<file path="config.mk">
export PLATFORM = sky130hd
export DESIGN_NAME = macro_bus_arbiter_flat
export DESIGN_NICKNAME = d
export VERILOG_FILES = /design/src/rtl/macro_bus_arbiter_pkg.sv /design/src/rtl/macro_bus_arbiter_if.sv /design/src/rtl/macro_bus_arbiter_io_mux.sv /design/src/rtl/macro_bus_arbiter.sv /design/src/flat_wrapper.sv
export SDC_FILE = /design/constraint.sdc
export NUM_CORES = 1
export LEC_CHECK = 0
export ABC_AREA = 0
export CAP_MARGIN = 30
export CORE_AREA = 2 2 273 275
export DETAILED_ROUTE_END_ITERATION = 10
export DIE_AREA = 0 0 275 277
export PLACE_DENSITY_LB_ADDON = 0.08
export SETUP_SLACK_MARGIN = 0.05
export SLEW_MARGIN = 20
export SYNTH_ARGS = -nofsm -noshare
export SYNTH_HDL_FRONTEND = slang
export SYNTH_SLANG_ARGS = --single-unit
</file>
<file path="constraint.sdc">
create_clock -name wb_clk_i -period 2.2 [get_ports wb_clk_i]
set_clock_uncertainty 0.05 [all_clocks]
set_input_delay 0.22 -clock wb_clk_i [delete_from_list [all_inputs] [get_ports wb_clk_i]]
set_output_delay 0.22 -clock wb_clk_i [all_outputs]
set_load 0.05 [all_outputs]
</file>
<file path="src/rtl/macro_bus_arbiter_pkg.sv">
`default_nettype none
// ============================================================================
//  Module      : macro_arb_pkg
//  Description : Shared constants for the macro bus arbiter: FSM encoding,
//                address map fields, control register offsets and the
//                read data returned for error and invalid accesses.
//  Revision    : 1.0 - initial release
// ============================================================================
package macro_arb_pkg;

    // Arbiter FSM encoding
    localparam logic [1:0] S_IDLE = 2'd0;
    localparam logic [1:0] S_FWD  = 2'd1;
    localparam logic [1:0] S_RESP = 2'd2;

    // Address map: adr[31:24] must equal BASE_HI, adr[23:20] is the slot
    localparam logic [7:0] BASE_HI   = 8'h30;
    localparam logic [3:0] SLOT_CTRL = 4'hF;

    // Control register offsets, decoded on adr[3:2]
    localparam logic [1:0] REG_ENABLE   = 2'd0;
    localparam logic [1:0] REG_IO_OWNER = 2'd1;
    localparam logic [1:0] REG_TO_CNT   = 2'd2;

    // Read data returned on macro timeout and on invalid/disabled slots
    localparam logic [31:0] ERR_DATA = 32'hDEAD_BEEF;
    localparam logic [31:0] BAD_DATA = 32'hBADD_ADD0;

endpackage
`default_nettype wire

</file>
<file path="src/rtl/macro_bus_arbiter_if.sv">
`default_nettype none
// ============================================================================
//  Module      : macro_bus_arbiter_if
//  Description : Caravel Wishbone slave port bundle. The arbiter uses the
//                slave modport; the management-side driver uses master.
//  Revision    : 1.0 - initial release
// ============================================================================
interface macro_bus_arbiter_if;
    import macro_arb_pkg::*;

    logic        wbs_cyc_i;
    logic        wbs_stb_i;
    logic        wbs_we_i;
    logic [3:0]  wbs_sel_i;
    logic [31:0] wbs_adr_i;
    logic [31:0] wbs_dat_i;
    logic        wbs_ack_o;
    logic [31:0] wbs_dat_o;

    modport slave (
        input  wbs_cyc_i, wbs_stb_i, wbs_we_i, wbs_sel_i, wbs_adr_i, wbs_dat_i,
        output wbs_ack_o, wbs_dat_o
    );

    modport master (
        output wbs_cyc_i, wbs_stb_i, wbs_we_i, wbs_sel_i, wbs_adr_i, wbs_dat_i,
        input  wbs_ack_o, wbs_dat_o
    );

endinterface
`default_nettype wire

</file>
<file path="src/rtl/macro_bus_arbiter_io_mux.sv">
`default_nettype none
// ============================================================================
//  Module      : macro_io_mux
//  Description : Registered N-to-1 IO pad mux. The owner's pad drive is
//                passed through only when the owner index is a real slot
//                and that slot is enabled; otherwise pads are parked as
//                inputs (io_oeb all ones, io_out zero).
//  Revision    : 1.0 - initial release
// ============================================================================
module macro_io_mux
    import macro_arb_pkg::*;
#(
    parameter int N_MACRO = 4,
    parameter int IO_W    = 38
) (
    input  logic                    clk,
    input  logic                    rst_n,
    input  logic [N_MACRO-1:0]      i_enable,
    input  logic [3:0]              i_owner,
    input  logic [N_MACRO*IO_W-1:0] i_io_out,
    input  logic [N_MACRO*IO_W-1:0] i_io_oeb,
    output logic [IO_W-1:0]         o_io_out,
    output logic [IO_W-1:0]         o_io_oeb
);

    // Slices padded to 16 entries so the 4-bit owner indexes them directly
    logic [IO_W-1:0] w_out_pad [16];
    logic [IO_W-1:0] w_oeb_pad [16];
    logic [15:0]     w_en_pad;
    logic            w_valid;

    for (genvar gi = 0; gi < 16; gi++) begin : g_pad
        if (gi < N_MACRO) begin : g_live
            assign w_out_pad[gi] = i_io_out[gi*IO_W +: IO_W];
            assign w_oeb_pad[gi] = i_io_oeb[gi*IO_W +: IO_W];
        end else begin : g_dead
            assign w_out_pad[gi] = '0;
            assign w_oeb_pad[gi] = '1;
        end
    end

    assign w_en_pad = 16'(i_enable);
    assign w_valid  = (i_owner < 4'(N_MACRO)) && w_en_pad[i_owner];

    // Register the selected pad drive, falling back to the safe parked state
    always_ff @(posedge clk) begin
        if (!rst_n) begin
            o_io_out <= '0;
            o_io_oeb <= '1;
        end else if (w_valid) begin
            o_io_out <= w_out_pad[i_owner];
            o_io_oeb <= w_oeb_pad[i_owner];
        end else begin
            o_io_out <= '0;
            o_io_oeb <= '1;
        end
    end

endmodule
`default_nettype wire

</file>
<file path="src/rtl/macro_bus_arbiter.sv">
`default_nettype none
// ============================================================================
//  Module      : macro_bus_arbiter
//  Description : Shares the Caravel Wishbone slave port and IO pads among
//                N_MACRO user macros. Decodes each transaction to one macro
//                slot or the control block, forwards it with a bounded
//                timeout, and holds the ENABLE / IO_OWNER / TO_CNT registers.
//  Revision    : 1.0 - initial release
// ============================================================================
module macro_bus_arbiter
    import macro_arb_pkg::*;
#(
    parameter int          N_MACRO  = 4,
    parameter int          TIMEOUT  = 255,
    parameter int          IO_W     = 38,
    parameter logic [31:0] ERR_DATA = macro_arb_pkg::ERR_DATA,
    parameter logic [31:0] BAD_DATA = macro_arb_pkg::BAD_DATA
) (
    input  logic                    wb_clk_i,
    input  logic                    wb_rst_n,
    macro_bus_arbiter_if.slave      wbs,
    output logic [N_MACRO-1:0]      m_cyc_o,
    output logic [N_MACRO-1:0]      m_stb_o,
    output logic                    m_we_o,
    output logic [3:0]              m_sel_o,
    output logic [31:0]             m_adr_o,
    output logic [31:0]             m_dat_o,
    input  logic [N_MACRO*32-1:0]   m_dat_i,
    input  logic [N_MACRO-1:0]      m_ack_i,
    output logic [N_MACRO-1:0]      m_active_o,
    input  logic [N_MACRO*IO_W-1:0] m_io_out_i,
    input  logic [N_MACRO*IO_W-1:0] m_io_oeb_i,
    output logic [IO_W-1:0]         io_out,
    output logic [IO_W-1:0]         io_oeb
);

    localparam int                 c_CNT_W    = (TIMEOUT > 1) ? $clog2(TIMEOUT) : 1;
    localparam logic [c_CNT_W-1:0] c_CNT_LAST = c_CNT_W'(TIMEOUT - 1);

    logic [1:0]         r_state;
    logic [31:0]        r_dat;
    logic [N_MACRO-1:0] r_cyc;
    logic [N_MACRO-1:0] r_enable;
    logic [3:0]         r_owner;
    logic [3:0]         r_sel;
    logic [7:0]         r_to_cnt;
    logic [c_CNT_W-1:0] r_cnt;

    logic               w_req;
    logic [3:0]         w_slot;
    logic [1:0]         w_reg_off;
    logic               w_is_ctrl;
    logic               w_is_macro;
    logic [31:0]        w_ctrl_rdata;
    logic [N_MACRO-1:0] w_onehot;
    logic [15:0]        w_en_pad;
    logic [15:0]        w_ack_pad;
    logic [31:0]        w_dat_pad [16];

    // Per-slot read data padded to 16 entries so the latched slot indexes it
    for (genvar gi = 0; gi < 16; gi++) begin : g_dat_pad
        if (gi < N_MACRO) begin : g_live
            assign w_dat_pad[gi] = m_dat_i[gi*32 +: 32];
        end else begin : g_dead
            assign w_dat_pad[gi] = '0;
        end
    end

    for (genvar gi = 0; gi < N_MACRO; gi++) begin : g_onehot
        assign w_onehot[gi] = (w_slot == 4'(gi));
    end

    // Address decode of the current master request
    assign w_req      = wbs.wbs_cyc_i & wbs.wbs_stb_i;
    assign w_slot     = wbs.wbs_adr_i[23:20];
    assign w_reg_off  = wbs.wbs_adr_i[3:2];
    assign w_en_pad   = 16'(r_enable);
    assign w_ack_pad  = 16'(m_ack_i);
    assign w_is_ctrl  = (wbs.wbs_adr_i[31:24] == BASE_HI) && (w_slot == SLOT_CTRL);
    assign w_is_macro = (wbs.wbs_adr_i[31:24] == BASE_HI) && (w_slot < 4'(N_MACRO))
                        && w_en_pad[w_slot];

    // Control register read mux
    always_comb begin
        w_ctrl_rdata = '0;
        case (w_reg_off)
            REG_ENABLE:   w_ctrl_rdata = 32'(r_enable);
            REG_IO_OWNER: w_ctrl_rdata = {28'd0, r_owner};
            REG_TO_CNT:   w_ctrl_rdata = {24'd0, r_to_cnt};
            default:      w_ctrl_rdata = '0;
        endcase
    end

    // Transaction FSM, control registers and timeout bookkeeping
    always_ff @(posedge wb_clk_i) begin
        if (!wb_rst_n) begin
            r_state  <= S_IDLE;
            r_dat    <= '0;
            r_cyc    <= '0;
            r_enable <= '0;
            r_owner  <= '0;
            r_sel    <= '0;
            r_to_cnt <= '0;
            r_cnt    <= '0;
        end else begin
            case (r_state)
                S_IDLE: begin
                    if (w_req) begin
                        if (w_is_ctrl) begin
                            if (wbs.wbs_we_i) begin
                                case (w_reg_off)
                                    REG_ENABLE:   r_enable <= wbs.wbs_dat_i[N_MACRO-1:0];
                                    REG_IO_OWNER: r_owner  <= wbs.wbs_dat_i[3:0];
                                    REG_TO_CNT:   r_to_cnt <= '0;
                                    default:      ;
                                endcase
                            end else begin
                                r_dat <= w_ctrl_rdata;
                            end
                            r_state <= S_RESP;
                        end else if (w_is_macro) begin
                            r_sel   <= w_slot;
                            r_cyc   <= w_onehot;
                            r_cnt   <= '0;
                            r_state <= S_FWD;
                        end else begin
                            r_dat   <= BAD_DATA;
                            r_state <= S_RESP;
                        end
                    end
                end
                S_FWD: begin
                    // A vanished master takes priority: nobody is left to ack
                    if (!wbs.wbs_cyc_i) begin
                        r_cyc   <= '0;
                        r_state <= S_IDLE;
                    end else if (w_ack_pad[r_sel]) begin
                        r_dat   <= w_dat_pad[r_sel];
                        r_cyc   <= '0;
                        r_state <= S_RESP;
                    end else if (r_cnt == c_CNT_LAST) begin
                        r_dat   <= ERR_DATA;
                        r_cyc   <= '0;
                        r_state <= S_RESP;
                        if (r_to_cnt != 8'hFF) begin
                            r_to_cnt <= r_to_cnt + 8'd1;
                        end
                    end else begin
                        r_cnt <= r_cnt + 1'b1;
                    end
                end
                S_RESP: begin
                    r_state <= S_IDLE;
                end
                default: begin
                    r_state <= S_IDLE;
                end
            endcase
        end
    end

    assign wbs.wbs_ack_o = (r_state == S_RESP);
    assign wbs.wbs_dat_o = r_dat;

    assign m_cyc_o    = r_cyc;
    assign m_stb_o    = r_cyc;
    assign m_we_o     = wbs.wbs_we_i;
    assign m_sel_o    = wbs.wbs_sel_i;
    assign m_adr_o    = wbs.wbs_adr_i;
    assign m_dat_o    = wbs.wbs_dat_i;
    assign m_active_o = r_enable;

    macro_io_mux #(
        .N_MACRO (N_MACRO),
        .IO_W    (IO_W)
    ) u_io_mux (
        .clk      (wb_clk_i),
        .rst_n    (wb_rst_n),
        .i_enable (r_enable),
        .i_owner  (r_owner),
        .i_io_out (m_io_out_i),
        .i_io_oeb (m_io_oeb_i),
        .o_io_out (io_out),
        .o_io_oeb (io_oeb)
    );

endmodule
`default_nettype wire

</file>
<file path="src/flat_wrapper.sv">
// flat-port wrapper written by rule: the top's interface ports become plain ports
module macro_bus_arbiter_flat import macro_arb_pkg::*;
#(
    parameter int          N_MACRO  = 4,
    parameter int          TIMEOUT  = 255,
    parameter int          IO_W     = 38,
    parameter logic [31:0] ERR_DATA = macro_arb_pkg::ERR_DATA,
    parameter logic [31:0] BAD_DATA = macro_arb_pkg::BAD_DATA
)
  (wb_clk_i, wb_rst_n, m_cyc_o, m_stb_o, m_we_o, m_sel_o, m_adr_o, m_dat_o, m_dat_i, m_ack_i, m_active_o, m_io_out_i, m_io_oeb_i, io_out, io_oeb, wbs_wbs_cyc_i, wbs_wbs_stb_i, wbs_wbs_we_i, wbs_wbs_sel_i, wbs_wbs_adr_i, wbs_wbs_dat_i, wbs_wbs_ack_o, wbs_wbs_dat_o);
  macro_bus_arbiter_if wbs_i ();
  input  logic wb_clk_i;
  input  logic wb_rst_n;
  output logic [N_MACRO-1:0] m_cyc_o;
  output logic [N_MACRO-1:0] m_stb_o;
  output logic m_we_o;
  output logic [3:0] m_sel_o;
  output logic [31:0] m_adr_o;
  output logic [31:0] m_dat_o;
  input  logic [N_MACRO*32-1:0] m_dat_i;
  input  logic [N_MACRO-1:0] m_ack_i;
  output logic [N_MACRO-1:0] m_active_o;
  input  logic [N_MACRO*IO_W-1:0] m_io_out_i;
  input  logic [N_MACRO*IO_W-1:0] m_io_oeb_i;
  output logic [IO_W-1:0] io_out;
  output logic [IO_W-1:0] io_oeb;
  input wire logic [$bits(wbs_i.wbs_cyc_i)-1:0] wbs_wbs_cyc_i;
  input wire logic [$bits(wbs_i.wbs_stb_i)-1:0] wbs_wbs_stb_i;
  input wire logic [$bits(wbs_i.wbs_we_i)-1:0] wbs_wbs_we_i;
  input wire logic [$bits(wbs_i.wbs_sel_i)-1:0] wbs_wbs_sel_i;
  input wire logic [$bits(wbs_i.wbs_adr_i)-1:0] wbs_wbs_adr_i;
  input wire logic [$bits(wbs_i.wbs_dat_i)-1:0] wbs_wbs_dat_i;
  output wire logic [$bits(wbs_i.wbs_ack_o)-1:0] wbs_wbs_ack_o;
  output wire logic [$bits(wbs_i.wbs_dat_o)-1:0] wbs_wbs_dat_o;
  assign wbs_i.wbs_cyc_i = wbs_wbs_cyc_i;
  assign wbs_i.wbs_stb_i = wbs_wbs_stb_i;
  assign wbs_i.wbs_we_i = wbs_wbs_we_i;
  assign wbs_i.wbs_sel_i = wbs_wbs_sel_i;
  assign wbs_i.wbs_adr_i = wbs_wbs_adr_i;
  assign wbs_i.wbs_dat_i = wbs_wbs_dat_i;
  assign wbs_wbs_ack_o = wbs_i.wbs_ack_o;
  assign wbs_wbs_dat_o = wbs_i.wbs_dat_o;
  macro_bus_arbiter #(.N_MACRO(N_MACRO), .TIMEOUT(TIMEOUT), .IO_W(IO_W), .ERR_DATA(ERR_DATA), .BAD_DATA(BAD_DATA)) u_core (.wb_clk_i(wb_clk_i), .wb_rst_n(wb_rst_n), .wbs(wbs_i), .m_cyc_o(m_cyc_o), .m_stb_o(m_stb_o), .m_we_o(m_we_o), .m_sel_o(m_sel_o), .m_adr_o(m_adr_o), .m_dat_o(m_dat_o), .m_dat_i(m_dat_i), .m_ack_i(m_ack_i), .m_active_o(m_active_o), .m_io_out_i(m_io_out_i), .m_io_oeb_i(m_io_oeb_i), .io_out(io_out), .io_oeb(io_oeb));
endmodule
</file>
==> impl_metrics.csv <==
group,metric,value,unit
logic_synthesis,ys_ff_latch,142,
clocking,numClockSinks,142,
logic_synthesis,syn_area,0.00840,sq mm
global_routing,grt_pass1_wl,66900,um
logic_synthesis,synth.distinct_cells,54,
setup_path,ff2ff_setup_slack,0.02,ns
power,pwr-share-comb,0.213,
clocking,clockBufferDepth,2,
placement,io_buffers,598,
setup_path,cp-endpoint,"u_core.wbs.wbs_dat_o[6]",
floorplan,die_h,277,um
finish,fill_cells,7901,
run,cap_violations,0,
setup_path,reg2reg_from,"u_core.r_sel[1]",
power,irDropWorstVdd,0.568,mV
placement,placed_cells,2262,
setup_path,critPathBufInv,1,
power,power.total,0.00733,W
placement,gp_congestion,0.752,
timing,layout_min_cycle_time,2.20,ns
timing,fmax,0.454,GHz
timing,setup_ws,-0.00181,ns
timing,setup_violations,1,
logic_synthesis,syn-instance-count,740,
placement,dp_hpwl,40200,um
clocking,cts_buffers,17,
power,p_per_area,444,mW/mm^2
floorplan,dieWidth,275,um
setup_path,startpoint,"wbs_wbs_adr_i[20]",
logic_synthesis,yosysSeqAreaShare,0.338,
route,routed_wl,49300,um
finish,instances_no_fill,2312,
logic_synthesis,yosys_warnings,0,
finish,drive_above_1_share,0.252,
route,vias,8334,
power,switchingPower,0.00189,W
clocking,h-tree-depth,4,
timing,slew_viol_final,0,
power,netSwitchingFraction,0.258,
setup_path,critPathTopFamily,"simple AND/OR/NAND/NOR gates",
power,seq_power_share,0.356,
global_routing,gr-total-overflow,0,
setup_path,crit_chain,"clkdlybuf4s50_1, mux4_2, nand4_4, nor2_4, or4_4, or3_1, a21boi_1",
setup_path,cpMaxStageDelayCell,"mux4_2",
route,wl_per_cell,21.3,um
global_routing,track_usage,0.126,
setup_path,reg2regPathDepth,6,
finish,fin_area,0.0165,sq mm
finish,final_nets,1831,
setup_path,critPathKind,"input port to register",
route,routed_via_density,3.60,
power,p_leak,5.62,nW
setup_path,cp-start-kind,"input port",
clocking,root_buffer,"clkbuf_16",
setup_path,crit_fanout,7,
setup_path,endpoint_kind,"register",
logic_synthesis,async_flop_share,0,
floorplan,start_util,0.114,
clocking,path_clk_slew,0.06,ns
clocking,tritoncts,"done",
logic_synthesis,synth-main-ff-cell,"dfxtp_1",
timing,tightest_slew,0.636,ns
logic_synthesis,avgSynthCellArea,11.4,sq um
route,drt_pre_antenna_iters,4,
floorplan,io_pins,699,
global_routing,grt_max_degree,63,
setup_path,crit_path_max_incr_delay,0.58,ns
timing,hold_violations,0,
placement,place_area,0.0156,sq mm
floorplan,core_area,0.0736,sq mm
timing,rsz0062_at_grt,"true",
global_routing,grt_pass1_vias,8848,
outcome,violations,"negative setup slack",
setup_path,worst-path-stages,7,
route,drt-initial-drc-count,259,
timing,post-route-period-util,1.00,
finish,area_growth,96.6,%
finish,multi_input_area,0.00494,sq mm
setup_path,cp.required,2.55,ns
min_path,worst_hold_path_type,"input port to register",
setup_path,r2r-end,"u_core.wbs.wbs_dat_o[6]",
floorplan,fp.dieArea,0.0762,sq mm
power,clkPwrFrac,0.431,
finish,seq_area,0.00287,sq mm
setup_path,worst_ep_arrival_time,2.55,ns
logic_synthesis,syn_nets,1252,
outcome,status,"finished, violations left",
route,ant_nets,0,
clocking,clk_latency,0.47,ns
power,p_int,0.00544,W
timing,max-slew-margin-rel,0.575,
route,remaining_drc_errors,0,
logic_synthesis,synth_edf_count,0,
global_routing,antenna_found_initial,18,
floorplan,rows,100,
-- worst reg2reg max path, delay by kind of cell, from the launching register on --
kind	cells	cell delay, ns
AND/OR/NAND/NOR	4	1.33
AO/OA/AOI/OAI	2	0.39
flip-flops	1	0.34
-- synth_stat cells, types with 3 or more instances --
master    instances  area [sq um]
a21boi_0         19           143
a21boi_1          4          30.0
a21oi_1          21           105
a221oi_1          4          35.0
and3_1            9          56.3
and4_1            3          26.3
buf_1             8          30.0
buf_2             4          20.0
buf_4            74           556
clkbuf_1         40           150
dfxtp_1         142          2840
ha_1              3          37.5
mux2i_1          21           210
mux4_2          110          2480
nand2_1          46           173
nand3_1          14          70.1
nand3b_1          3          22.5
nand4_1           4          25.0
nor2_1           29           109
nor2b_1          54           338
nor3_1            4          20.0
nor3b_1           5          37.5
o211a_1           6          60.1
o211ai_1         20           150
o21ai_0          10          50.1
or2_2            40           250
or3_1             6          37.5
xor2_1            3          26.3
-- area by class of cell --
cell class	instances	area share
Timing Repair Buffer	687	0.415
Multi-Input combinational cell	469	0.299
Tap cell	969	0.0734
Clock buffer	21	0.0291
Inverter	2	0.000454
Clock inverter	11	0.00772
Sequential cell	142	0.174
Antenna cell	11	0.00167
-- routing by layer --
layer	global-route usage	wire length, um	up-vias
met4	0.0462	1190	8
met1	0.128	17900	4012
met5	0	50	-
met3	0.0535	4700	63
li1	-	-	3874
met2	0.227	25500	377
-- stage by stage --
stage / hold slack [ns] / setup TNS (ns) / utilization / setup slack, ns
global route: 0.0459 / -0.461 / 0.224 / -0.0573
global placement: 0.387 / -21.95 / 0.212 / -0.485
CTS: 0.0282 / -0.252 / 0.223 / -0.0392
floorplan: 0.295 / -0.0709 / - / -0.0354
finish: 0.0796 / -0.00181 / 0.225 / -0.00181
detailed placement: 0.390 / -24.18 / 0.212 / -0.534
-- flip-flops by register name, summed over array words and instances, names as in the netlist, 4 cells and up --
signal,cells
u_core.u_io_mux.o_io_oeb,38
u_core.u_io_mux.o_io_out,38
u_core.wbs.wbs_dat_o,32
u_core.r_cnt,8
u_core.r_to_cnt,8
u_core.m_active_o,4
u_core.m_cyc_o,4
u_core.r_owner,4
u_core.r_sel,4
-- cell usage in the layout (no fill, tap or decap), types with 3 or more instances in the layout --
cell / instances
or3_1: 6
nand3b_1: 3
nor3b_1: 3
nand2_2: 12
inv_6: 3
clkbuf_16: 18
mux2i_1: 19
and3_1: 9
buf_12: 16
clkdlybuf4s50_1: 580
a221oi_2: 3
buf_4: 83
o211ai_1: 20
buf_6: 4
nand4_1: 4
a21oi_1: 21
dfxtp_4: 7
o21ai_0: 9
diode_2: 11
nand3_1: 13
nor3_2: 4
nor2_1: 29
mux4_2: 110
dfxtp_1: 134
clkinvlp_4: 3
nor3b_2: 3
o211a_1: 6
and4_1: 3
a21boi_1: 21
ha_1: 3
xor2_1: 3
or2_2: 40
nand2_1: 34
nor2b_1: 53
-- power by group through the flow --
stage	Sequential, W	Clock (W)	Combinational [W]
after floorplan	0.00278	0	0.000608
after global placement	0.00267	0	0.00153
after detailed placement	0.00267	0	0.00153
after CTS	0.00261	0.00336	0.00159
after global routing	0.00261	0.00341	0.00166
final	0.00261	0.00316	0.00156
-- cell families after synthesis --
logic type,synth area share
DFF,0.338
muxes,0.320
adders and majority gates,0.00447
xor gates and xnor gates,0.00521
and+or+nand+nor,0.156
AOI/OAI and AO/OA,0.0843
buffers and inverters,0.0922
-- repair_timing --
item / CTS / global route
pin swaps: 16 / 20
setup endpoints to repair: 32 / 53
hold buffers: 0 / 0
setup buffers: 6 / 0
gates cloned: 2 / 0
resized for setup: 35 / 26
-- how the worst min path moves through the flow --
stage                                   startpoint                  endpoint  slack, ns  cells after the start
after floorplan                      wbs_wbs_cyc_i         u_core.r_state[1]       0.30                      2
after global placement    u_core.wbs.wbs_dat_o[25]  u_core.wbs.wbs_dat_o[25]       0.39                      2
after detailed placement         wbs_wbs_adr_i[16]               m_adr_o[16]       0.39                      0
after CTS                                 wb_rst_n         u_core.m_cyc_o[2]       0.03                      3
after global routing                      wb_rst_n         u_core.m_cyc_o[2]       0.05                      3
final                                     wb_rst_n         u_core.m_cyc_o[2]       0.08                      3
No activity file was read; power rests on OpenSTA's default activity.
